[src/rtl/zs_thin_unit_if.sv]
// Pixel stream interface for zs_thin_unit: input load stream and result stream.
// The unit connects through the slave modport, the producer/consumer side through master.
interface zs_thin_unit_if #(
    parameter int unsigned PIX_W  = 8,
    parameter int unsigned ADDR_W = 7
) ();
    logic              in_valid;
    logic [PIX_W-1:0]  in_data;
    logic              in_ready;
    logic              out_valid;
    logic              out_ready;
    logic [PIX_W-1:0]  out_data;
    logic [ADDR_W-1:0] out_addr;

    modport master (
        output in_valid, in_data, out_ready,
        input  in_ready, out_valid, out_data, out_addr
    );

    modport slave (
        input  in_valid, in_data, out_ready,
        output in_ready, out_valid, out_data, out_addr
    );
endinterface

[src/rtl/zs_thin_unit.sv]
// Zhang-Suen thinning sub-iteration unit: buffers one binary image and streams one pass out.
// Optional ZS_DEL_COUNT_EN adds a saturating per-pass deleted-pixel counter (del_count).
module zs_thin_unit #(
    parameter int unsigned IMG_W  = 8,
    parameter int unsigned IMG_H  = 8,
    parameter int unsigned PIX_W  = 8,
    parameter int unsigned ADDR_W = 7
) (
    input  logic          clk,
    input  logic          rst_n,
    input  logic          start_load,
    input  logic          start_proc,
    input  logic          sub_sel,
    zs_thin_unit_if.slave bus,
    output logic          busy,
    output logic          done,
    output logic          changed
`ifdef ZS_DEL_COUNT_EN
    ,
    output logic [ADDR_W:0] del_count
`endif
);

    localparam int unsigned NPIX = IMG_W * IMG_H;
    localparam int unsigned IW   = $clog2(NPIX);
    localparam int unsigned CW   = $clog2(IMG_W);
    localparam int unsigned RW   = $clog2(IMG_H);
    localparam logic [ADDR_W-1:0] LAST = ADDR_W'(NPIX - 1);
    localparam logic [ADDR_W-1:0] WOFF = ADDR_W'(IMG_W);

    typedef enum logic [1:0] {StIdle, StLoad, StProc, StDone} state_e;

    state_e            state_q, state_d;
    logic [ADDR_W-1:0] wcnt_q, wcnt_d;
    logic [ADDR_W-1:0] rcnt_q, rcnt_d;
    logic [CW-1:0]     col_q, col_d;
    logic [RW-1:0]     row_q, row_d;
    logic              sub_q, sub_d;
    logic              in_ready_q, in_ready_d;
    logic              out_valid_q, out_valid_d;
    logic [PIX_W-1:0]  out_data_q, out_data_d;
    logic [ADDR_W-1:0] out_addr_q, out_addr_d;
    logic              out_del_q, out_del_d;
    logic              busy_q, busy_d;
    logic              done_q, done_d;
    logic              changed_q, changed_d;
`ifdef ZS_DEL_COUNT_EN
    logic [ADDR_W:0]   del_cnt_q, del_cnt_d;
`endif

    logic [PIX_W-1:0]  mem_q [NPIX];
    logic [ADDR_W-1:0] naddr [8];
    logic [7:0]        nb;
    logic [3:0]        b_cnt, a_cnt;
    logic              border, shape_ok, del, wr_en, hs;

    assign wr_en = rst_n && (state_q == StLoad) && bus.in_valid && in_ready_q;
    assign hs    = out_valid_q && bus.out_ready;

    always_ff @(posedge clk) begin
        if (wr_en) begin
            mem_q[wcnt_q[IW-1:0]] <= bus.in_data;
        end
    end

    // Neighbours N, NE, E, SE, S, SW, W, NW; out-of-range reads (border only) are ignored.
    always_comb begin
        naddr[0] = rcnt_q - WOFF;
        naddr[1] = rcnt_q - WOFF + ADDR_W'(1);
        naddr[2] = rcnt_q + ADDR_W'(1);
        naddr[3] = rcnt_q + WOFF + ADDR_W'(1);
        naddr[4] = rcnt_q + WOFF;
        naddr[5] = rcnt_q + WOFF - ADDR_W'(1);
        naddr[6] = rcnt_q - ADDR_W'(1);
        naddr[7] = rcnt_q - WOFF - ADDR_W'(1);
        nb    = '0;
        b_cnt = '0;
        a_cnt = '0;
        for (int i = 0; i < 8; i++) begin
            nb[i] = ({1'b0, naddr[i]} < (ADDR_W + 1)'(NPIX)) && (|mem_q[naddr[i][IW-1:0]]);
        end
        for (int i = 0; i < 8; i++) begin
            b_cnt = b_cnt + 4'(nb[i]);
            a_cnt = a_cnt + 4'(!nb[i] && nb[(i + 1) % 8]);
        end
        border = (row_q == '0) || (row_q == RW'(IMG_H - 1)) ||
                 (col_q == '0) || (col_q == CW'(IMG_W - 1));
        if (sub_q) begin
            shape_ok = !(nb[0] && nb[2] && nb[6]) && !(nb[0] && nb[4] && nb[6]);
        end else begin
            shape_ok = !(nb[0] && nb[2] && nb[4]) && !(nb[2] && nb[4] && nb[6]);
        end
        del = !border && (|mem_q[rcnt_q[IW-1:0]]) && (b_cnt >= 4'd2) && (b_cnt <= 4'd6) &&
              (a_cnt == 4'd1) && shape_ok;
    end

    always_comb begin
        state_d     = state_q;
        wcnt_d      = wcnt_q;
        rcnt_d      = rcnt_q;
        col_d       = col_q;
        row_d       = row_q;
        sub_d       = sub_q;
        in_ready_d  = in_ready_q;
        out_valid_d = out_valid_q;
        out_data_d  = out_data_q;
        out_addr_d  = out_addr_q;
        out_del_d   = out_del_q;
        busy_d      = busy_q;
        done_d      = 1'b0;
        changed_d   = changed_q;
`ifdef ZS_DEL_COUNT_EN
        del_cnt_d   = del_cnt_q;
`endif
        unique case (state_q)
            StIdle: begin
                if (start_load || start_proc) begin
                    state_d    = start_load ? StLoad : StProc;
                    in_ready_d = start_load;
                    wcnt_d     = '0;
                    rcnt_d     = '0;
                    col_d      = '0;
                    row_d      = '0;
                    sub_d      = sub_sel;
                    busy_d     = 1'b1;
                    changed_d  = 1'b0;
`ifdef ZS_DEL_COUNT_EN
                    del_cnt_d  = '0;
`endif
                end
            end
            StLoad: begin
                if (bus.in_valid && in_ready_q) begin
                    wcnt_d = wcnt_q + ADDR_W'(1);
                    if (wcnt_q == LAST) begin
                        state_d    = StProc;
                        in_ready_d = 1'b0;
                    end
                end
            end
            StProc: begin
                if (hs && out_del_q) begin
                    changed_d = 1'b1;
`ifdef ZS_DEL_COUNT_EN
                    if (del_cnt_q != (ADDR_W + 1)'(NPIX)) begin
                        del_cnt_d = del_cnt_q + (ADDR_W + 1)'(1);
                    end
`endif
                end
                if (hs && (out_addr_q == LAST)) begin
                    state_d     = StDone;
                    out_valid_d = 1'b0;
                    done_d      = 1'b1;
                end else if (!out_valid_q || bus.out_ready) begin
                    out_valid_d = 1'b1;
                    out_addr_d  = rcnt_q;
                    out_del_d   = del;
                    out_data_d  = del ? '0 : mem_q[rcnt_q[IW-1:0]];
                    rcnt_d      = rcnt_q + ADDR_W'(1);
                    if (col_q == CW'(IMG_W - 1)) begin
                        col_d = '0;
                        row_d = row_q + RW'(1);
                    end else begin
                        col_d = col_q + CW'(1);
                    end
                end
            end
            StDone: begin
                state_d = StIdle;
                busy_d  = 1'b0;
            end
            default: state_d = StIdle;
        endcase
    end

    always_ff @(posedge clk) begin
        if (!rst_n) begin
            state_q     <= StIdle;
            wcnt_q      <= '0;
            rcnt_q      <= '0;
            col_q       <= '0;
            row_q       <= '0;
            sub_q       <= 1'b0;
            in_ready_q  <= 1'b0;
            out_valid_q <= 1'b0;
            out_data_q  <= '0;
            out_addr_q  <= '0;
            out_del_q   <= 1'b0;
            busy_q      <= 1'b0;
            done_q      <= 1'b0;
            changed_q   <= 1'b0;
`ifdef ZS_DEL_COUNT_EN
            del_cnt_q   <= '0;
`endif
        end else begin
            state_q     <= state_d;
            wcnt_q      <= wcnt_d;
            rcnt_q      <= rcnt_d;
            col_q       <= col_d;
            row_q       <= row_d;
            sub_q       <= sub_d;
            in_ready_q  <= in_ready_d;
            out_valid_q <= out_valid_d;
            out_data_q  <= out_data_d;
            out_addr_q  <= out_addr_d;
            out_del_q   <= out_del_d;
            busy_q      <= busy_d;
            done_q      <= done_d;
            changed_q   <= changed_d;
`ifdef ZS_DEL_COUNT_EN
            del_cnt_q   <= del_cnt_d;
`endif
        end
    end

    assign bus.in_ready  = in_ready_q;
    assign bus.out_valid = out_valid_q;
    assign bus.out_data  = out_data_q;
    assign bus.out_addr  = out_addr_q;
    assign busy          = busy_q;
    assign done          = done_q;
    assign changed       = changed_q;
`ifdef ZS_DEL_COUNT_EN
    assign del_count     = del_cnt_q;
`endif

endmodule

[src/flat_wrapper.sv]
// flat-port wrapper written by rule: the top's interface ports become plain ports
module zs_thin_unit_flat 
#(
    parameter int unsigned IMG_W  = 8,
    parameter int unsigned IMG_H  = 8,
    parameter int unsigned PIX_W  = 8,
    parameter int unsigned ADDR_W = 7
)
  (clk, rst_n, start_load, start_proc, sub_sel, busy, done, changed, bus_in_valid, bus_in_data, bus_out_ready, bus_in_ready, bus_out_valid, bus_out_data, bus_out_addr);
  zs_thin_unit_if #(.PIX_W(PIX_W), .ADDR_W(ADDR_W)) bus_i ();
  input  logic clk;
  input  logic rst_n;
  input  logic start_load;
  input  logic start_proc;
  input  logic sub_sel;
  output logic busy;
  output logic done;
  output logic changed;
  input wire logic [$bits(bus_i.in_valid)-1:0] bus_in_valid;
  input wire logic [$bits(bus_i.in_data)-1:0] bus_in_data;
  input wire logic [$bits(bus_i.out_ready)-1:0] bus_out_ready;
  output wire logic [$bits(bus_i.in_ready)-1:0] bus_in_ready;
  output wire logic [$bits(bus_i.out_valid)-1:0] bus_out_valid;
  output wire logic [$bits(bus_i.out_data)-1:0] bus_out_data;
  output wire logic [$bits(bus_i.out_addr)-1:0] bus_out_addr;
  assign bus_i.in_valid = bus_in_valid;
  assign bus_i.in_data = bus_in_data;
  assign bus_i.out_ready = bus_out_ready;
  assign bus_in_ready = bus_i.in_ready;
  assign bus_out_valid = bus_i.out_valid;
  assign bus_out_data = bus_i.out_data;
  assign bus_out_addr = bus_i.out_addr;
  zs_thin_unit #(.IMG_W(IMG_W), .IMG_H(IMG_H), .PIX_W(PIX_W), .ADDR_W(ADDR_W)) u_core (.clk(clk), .rst_n(rst_n), .start_load(start_load), .start_proc(start_proc), .sub_sel(sub_sel), .bus(bus_i), .busy(busy), .done(done), .changed(changed));
endmodule
[config.mk]
export PLATFORM = sky130hd
export DESIGN_NAME = zs_thin_unit_flat
export DESIGN_NICKNAME = d
export VERILOG_FILES = /design/src/rtl/zs_thin_unit_if.sv /design/src/rtl/zs_thin_unit.sv /design/src/flat_wrapper.sv
export SDC_FILE = /design/constraint.sdc
export NUM_CORES = 1
export LEC_CHECK = 0
export CORE_MARGIN = 2
export CORE_UTILIZATION = 35
export CTS_BUF_LIST = sky130_fd_sc_hd__clkbuf_8
export DETAILED_ROUTE_END_ITERATION = 8
export GPL_TIMING_DRIVEN = 0
export PLACE_DENSITY_LB_ADDON = 0.12
export REMOVE_ABC_BUFFERS = 1
export SYNTH_ARGS = -nofsm -noshare
export SYNTH_HDL_FRONTEND = slang
export SYNTH_SLANG_ARGS = --single-unit
[constraint.sdc]
create_clock -name clk -period 23.3 [get_ports clk]
set_clock_uncertainty 0.15 [all_clocks]
set_input_delay 5.825 -clock clk [delete_from_list [all_inputs] [get_ports clk]]
set_output_delay 5.825 -clock clk [all_outputs]
set_load 0.03 [all_outputs]
# Word level (Yosys, flattened, before mapping)
# Memories as Yosys holds them, arrays and structs flattened. A register that Yosys moved wholly into a read port is not among the register bits.
# Cells that the tools add are included.
# Widths: inputs -> output; s select.
[word_totals]
input_bits = 15
ramBits = 512
out_inout_bits = 20
memories = 1
ff_bits = 44
elab_cells = 189
[op_classes]
reduce_logical = 83
n_eq_ne = 16
order_cmp = 10
bitwise = 1
mux = 39
n_addsub = 25
[memory_table]
columns = ["name", "depth", "width", "read_ports", "rd_ports_with_merged_regs", "write_ports", "line", "source"]
rows = [
  ["u_core.mem_q", 64, 8, 9, 1, 1, "zs_thin_unit.sv:51", "logic [PIX_W-1:0] mem_q [NPIX];"],
]
[ops]
columns = ["cell", "count"]
rows = [
  ["$reduce_or 8->1", 9],
  ["$lt 7x7->1 const B", 8],
  ["$add 4x1->4", 12],
  ["$logic_and 1x1->1", 37],
  ["$add 7x1->7 const B", 4],
  ["$mux 7", 4],
  ["$pmux 7 s2", 2],
  ["$mux 3", 7],
  ["$sub 7x1->7 const B", 3],
  ["$eq 7x6->1 const B", 2],
  ["$logic_not 1->1", 14],
  ["$mux 1", 12],
  ["$mux 6", 2],
  ["$pmux 3 s2", 2],
  ["$reduce_and 4->1", 3],
  ["$mux 2", 5],
  ["$ne 2x1->1 const B", 5],
  ["$reduce_and 3->1", 3],
  ["$mux 8", 1],
  ["$pmux 2 s4", 1],
  ["$reduce_and 2->1", 4],
  ["$reduce_bool 2->1", 4],
  ["$add 7x4->7 const B", 1],
  ["$sub 7x4->7 const B", 1],
  ["other kinds (15)", 28],
]

# Longest topological paths before layout
# An unclocked memory read counts as a cell.
[logic_depth]
ltp_word = 18
ltp_mapped = 35

# Worst setup path after synthesis
# No wires, ideal clock.
[synth_path]
path_type = "input-to-reg"
start = "input bus_out_ready"
end = "register u_core.out_del_q"
t_arrival_ns = 7.825
cell_stages = 10
t_required_ns = 23.071
path_slack_ns = 15.246
setup_ns = 0.079
cell_sequence = "nand2_1 > o41ai_1 > nand2b_1 > buf_2 > a2111oi_0 > a21boi_0 > a22oi_1 > nand2_1 > or3b_1 > o211ai_1"
[synth_via]
elab_chain_cells = 4
elab_cells_between_ends = 5
[synth_lines]
columns = ["element", "line", "source"]
rows = [
  ["start: declaration", "flat_wrapper.sv:21", "input wire logic [$bits(bus_i.out_ready)-1:0] bus_out_ready;"],
  ["$logic_and 1x1->1", "zs_thin_unit.sv:58", "assign hs = out_valid_q && bus.out_ready;"],
  ["$logic_and 1x1->1", "zs_thin_unit.sv:150", "if (hs && (out_addr_q == LAST)) begin"],
  ["$not 1->1 (no source line)", "-", ""],
  ["$reduce_and 3->1 (no source line) (*)", "-", ""],
  ["end signal: assignment", "zs_thin_unit.sv:206", "out_del_q <= out_del_d;"],
  ["end: declaration", "zs_thin_unit.sv:43", "logic out_del_q, out_del_d;"],
]
# Mark *: on every way between the ends. The rest lies on a longest branch, timed or not.
# A chain may end at the register's enable or synchronous reset.

# Final worst setup path
[layout_path]
start = "register u_core.rcnt_q[0]"
end = "register u_core.out_del_q"
[layout_via]
elab_chain_cells = 17
elab_cells_between_ends = 84
[layout_lines]
columns = ["element", "line", "source"]
rows = [
  ["start: declaration", "zs_thin_unit.sv:35", "logic [ADDR_W-1:0] rcnt_q, rcnt_d;"],
  ["start signal: assignment", "zs_thin_unit.sv:198", "rcnt_q <= rcnt_d;"],
  ["$sub 7x4->7", "zs_thin_unit.sv:68, zs_thin_unit.sv:69, zs_thin_unit.sv:75", ""],
  ["$add 7x1->7", "zs_thin_unit.sv:69", "naddr[1] = rcnt_q - WOFF + ADDR_W'(1);"],
  ["$mem_v2 64x8", "-", ""],
  ["$reduce_or 8->1", "zs_thin_unit.sv:80", "nb[i] = ({1'b0, naddr[i]} < (ADDR_W + 1)'(NPIX)) && (|mem_q[naddr[i][IW-1:0]]);"],
  ["$logic_and 1x1->1", "zs_thin_unit.sv:80", ""],
  ["$add 1x1->2 or $logic_not 1->1 (tied branches)", "zs_thin_unit.sv:83, zs_thin_unit.sv:84", ""],
  ["$add 4x1->4 or $logic_and 1x1->1 (tied branches)", "zs_thin_unit.sv:83, zs_thin_unit.sv:84", ""],
  ["$add 4x1->4 or $add 1x1->2 (tied branches)", "zs_thin_unit.sv:83, zs_thin_unit.sv:84", ""],
  ["$add 4x1->4 (on tied branches) (4 in a row)", "zs_thin_unit.sv:83, zs_thin_unit.sv:84", ""],
  ["$ge 4x2->1 or $add 4x1->4 (tied branches)", "zs_thin_unit.sv:93, zs_thin_unit.sv:84", ""],
  ["$logic_and 1x1->1 or $add 4x1->4 (tied branches)", "zs_thin_unit.sv:93, zs_thin_unit.sv:84", ""],
  ["$logic_and 1x1->1 or $eq 4x1->1 (tied branches)", "zs_thin_unit.sv:93, zs_thin_unit.sv:94", ""],
  ["$logic_and 1x1->1", "zs_thin_unit.sv:93", "del = !border && (|mem_q[rcnt_q[IW-1:0]]) && (b_cnt >= 4'd2) && (b_cnt <= 4'd6) &&"],
  ["$logic_and 1x1->1 (*)", "zs_thin_unit.sv:94", "(a_cnt == 4'd1) && shape_ok;"],
]
# Marked as above.

==> metrics.md <==
| Metric | Value |
|---|---|
| Port-buffer cells | 34 |
| Main synth FF type | edfxtp_1 |
| Number of buffers created by CTS | 99 |
| Multi-input gate area | 0.01197 sq mm |
| Clock sink total | 562 |
| Number of hold violations in the final report | 0 |
| Critical path required time | 23.78 ns |
| Yosys top cell area share | 52.82% |
| R2r setup slk | 12.17 ns |
| Number of global-route vias before repair | 21,440 |
| Worst-Skew Late Latency | 0.73 ns |
| Number of synthesized register bits | 562 |
| Leading cell type by number of instances after synthesis | edfxtp_1 |
| Routed Antenna Nets | 0 |
| First-pass GRT wire length | 161.1 mm |
| Sequential fraction of the synthesis area | 56.26% |
| Reg area | 0.01640 sq mm |
| Rel. slew slack | -2.500% |
| Fin util | 39.62% |
| Cell Rows | 105 |
| Post-route setup TNS | 0 ns |
| Cts-stage hold buffer count | 0 |
| Postcts setup bufs | 0 |
| Synth area leader | edfxtp_1 |
| Ys Warns | 0 |
| Crit path capture type | flip-flop |
| Initial Util | 35.39% |
| Synth top cells by count | edfxtp_1 (512), nor2_1 (203), mux4_2 (152) |
| Clock-pin transition on the worst setup and hold timing paths | 0.06 ns |
| Syn Std Cell Area | 0.02911 sq mm |
| Most Crowded Layer GR | met2 |
| Die ar. | 0.08549 sq mm |
| I/O pins | 35 |
| FILL cells | 7,670 |
| Global Route met2 Usage | 40.71% |
| Met1 Use GR | 36.99% |
| Total Routing Usage GR | 26.21% |
| CP Class | flip-flop to flip-flop |
| Unrepaired setup endpoints after global routing | false |
| Arr. time, crit path | 11.61 ns |
| DRC | 0 |
| Worst Path Max Fanout | 65 |
| CP top delay family | compound AO/OA/AOI/OAI gates |
| CTS Buffer Depth | 3 |
| Nets | 2,311 |
| Layout cells sized above 1 | 15.56% |
| Area growth from synthesis to layout | 11.95% |
| Wire per inst | 33.00 um |
| CTS tree | yes |
| Most used cell, CP | fa_1 |
| FFs w/ async S/R, synth | 0% |
| Failing checks | capacitance limit, slew limit |
| Crit path time final | 11.13 ns |
| GR Util met3 | 4.188% |
| Vias per std cell | 6.460 |
| Core area | 0.08224 sq mm |
| MaxCap Viol Count | 3 |
| Initial antenna violation count | 4 |
| Max rail drop VDD | 39.70 uV |
| Detailed Route WL | 112.7 mm |
| Post-synth EDFFs | 512 |
| Die height | 292.4 um |
| Mean Syn Cell Area | 13.02 sq um |
| Iteration-0 DRC Markers | 3,015 |
| Final period util | 47.78% |
| Outcome | finished, violations left |
| Number of buffers and inverters on the critical path | 5 |
| Largest net degree at the start of global routing | 66 |
| Max Freq | 89.82 MHz |
| DR pass1 iterations | 7 |
| Slew Limit Fails | 7 |
| Setup violations, final | 0 |
| Die extent in x | 292.4 um |
| Synth area leaders | edfxtp_1 (53%), mux4_2 (12%), dfxtp_1 (3.4%), nor4_1 (3.1%), nor2_1 (2.6%) |
| Total grt overflow | 0 |
| Root Buffer | clkbuf_8 |
| Final cell count without fillers | 3,415 |
| Post-Synthesis Cells | 2,236 |
| Crit-path slowest cell | a2111oi_0 |
| Placed Instances | 3,231 |
| Power per Cell Area | 79.33 mW/mm^2 |
| Crit start category | flip-flop |
| Worst Hold Class | flip-flop to flip-flop |
| Post-CTS Resized | 0 |
| Dpl hpwl | 78.49 mm |
| GP Congestion | 0.9436 |
| Htree depth | 3 |
| Slew @ Worst Pin | 1.527 ns |
| Crit path largest cell delay | 0.98 ns |
| Vias post-DR | 22,060 |
| Synth unique cells | 88 |
| Leak | 9.660 nW |
state kept, by name (all words and copies together), names as in the netlist, named ones only:
name,count
u_core.mem_q,512
u_core.bus.out_data,8
u_core.bus.out_addr,7
u_core.rcnt_q,7
u_core.wcnt_q,7
u_core.col_q,3
u_core.row_q,3
u_core.state_q,2
u_core.bus.in_ready,1
u_core.bus.out_valid,1
u_core.busy,1
u_core.changed,1
u_core.done,1
u_core.out_del_q,1
u_core.sub_q,1
layer usage:
| layer | share of wire, % | wire length [um] |
|---|---|---|
| met1 | 42 | 47660 |
| met2 | 45 | 51030 |
| met3 | 8.3 | 9349 |
| met4 | 4.1 | 4660 |
| met5 | 0 | 0 |
tightest hold or removal path, delay by kind of cell (launching register included):
kind            cells  cell delay (ns)
compound gates      1             0.05
simple gates        1             0.06
flops               1             0.32
path summary, 6_finish.rpt:
| path | from | endpoint | depth (start not counted) |
|---|---|---|---|
| setup reg to reg | u_core.rcnt_q[0] | u_core.out_del_q | 29 |
| hold reg to reg | u_core.col_q[2] | u_core.col_q[2] | 2 |
| setup / recovery | u_core.rcnt_q[0] | u_core.out_del_q | 29 |
| hold / removal | u_core.col_q[2] | u_core.col_q[2] | 2 |
where the power goes:
part	internal, W	total [W]	switching [W]
clock	0.000464	0.000891	0.000426
sequential	0.00111	0.00113	0.0000227
combinational	0.000205	0.000562	0.000358
area by class of cell:
| class | count | area share (%) |
|---|---|---|
| antenna | 5 | 0.03840 |
| inverter | 36 | 0.4224 |
| timing repair buffer | 56 | 2.588 |
| sequential | 562 | 50.33 |
| clock buffer | 99 | 4.182 |
| clock inverter | 80 | 1.594 |
| multi-input combinational | 1507 | 36.74 |
| tap | 1070 | 4.109 |
per-stage QoR:
step	setup WS, ns	instance area (sq um)	total power (W)	hold WS (ns)
3_3_place_gp	3.829	30120	0.001724	0.3078
6_report	12.17	32590	0.002585	0.3209
4_1_cts	12.30	32570	0.002598	0.3279
2_1_floorplan	11.21	28440	0.001497	0.2941
3_5_place_dp	12.34	30690	0.001709	0.3205
5_1_grt	11.78	32580	0.002679	0.3613
kinds of logic after synthesis:
family                   count (synthesis)  synth area share (%)
buffers and inverters                  167                 2.760
multiplexers                           222                 14.25
AO/OA/AOI/OAI                          367                 8.795
XOR/XNOR                                33                 1.148
flip-flops                             562                 56.26
adder cells (fa/ha/maj)                 34                 1.668
AND/OR/NAND/NOR                        851                 15.12
placed cells by master (no fill, tap or decap), types with 11 or more instances in the layout:
| cell type | synthesis | final |
|---|---|---|
| edfxtp_1 | 512 | 512 |
| nor2_1 | 203 | 202 |
| mux4_2 | 152 | 152 |
| nor4_1 | 145 | 145 |
| nand2_1 | 119 | 119 |
| nor3_1 | 115 | 115 |
| clkbuf_8 | 0 | 99 |
| nand3_1 | 97 | 97 |
| inv_1 | 33 | 67 |
| a21oi_1 | 66 | 66 |
| mux2i_1 | 51 | 51 |
| dfxtp_1 | 50 | 41 |
| o21ai_0 | 40 | 40 |
| o22ai_1 | 37 | 37 |
| a22oi_1 | 33 | 33 |
| a211oi_1 | 32 | 32 |
| clkdlybuf4s50_1 | 0 | 26 |
| nand4_1 | 25 | 25 |
| ha_1 | 26 | 25 |
| clkinv_1 | 1 | 21 |
| nor2b_1 | 21 | 20 |
| nand2b_1 | 20 | 20 |
| nor3b_1 | 20 | 20 |
| xnor2_1 | 20 | 19 |
| nand3b_1 | 17 | 17 |
| o211ai_1 | 17 | 17 |
| mux2_2 | 17 | 17 |
| or4_1 | 14 | 14 |
| a31oi_1 | 13 | 13 |
| buf_16 | 0 | 13 |
| a2111oi_0 | 13 | 12 |
| nor4b_1 | 11 | 11 |
(Power assumes the default switching activity.)
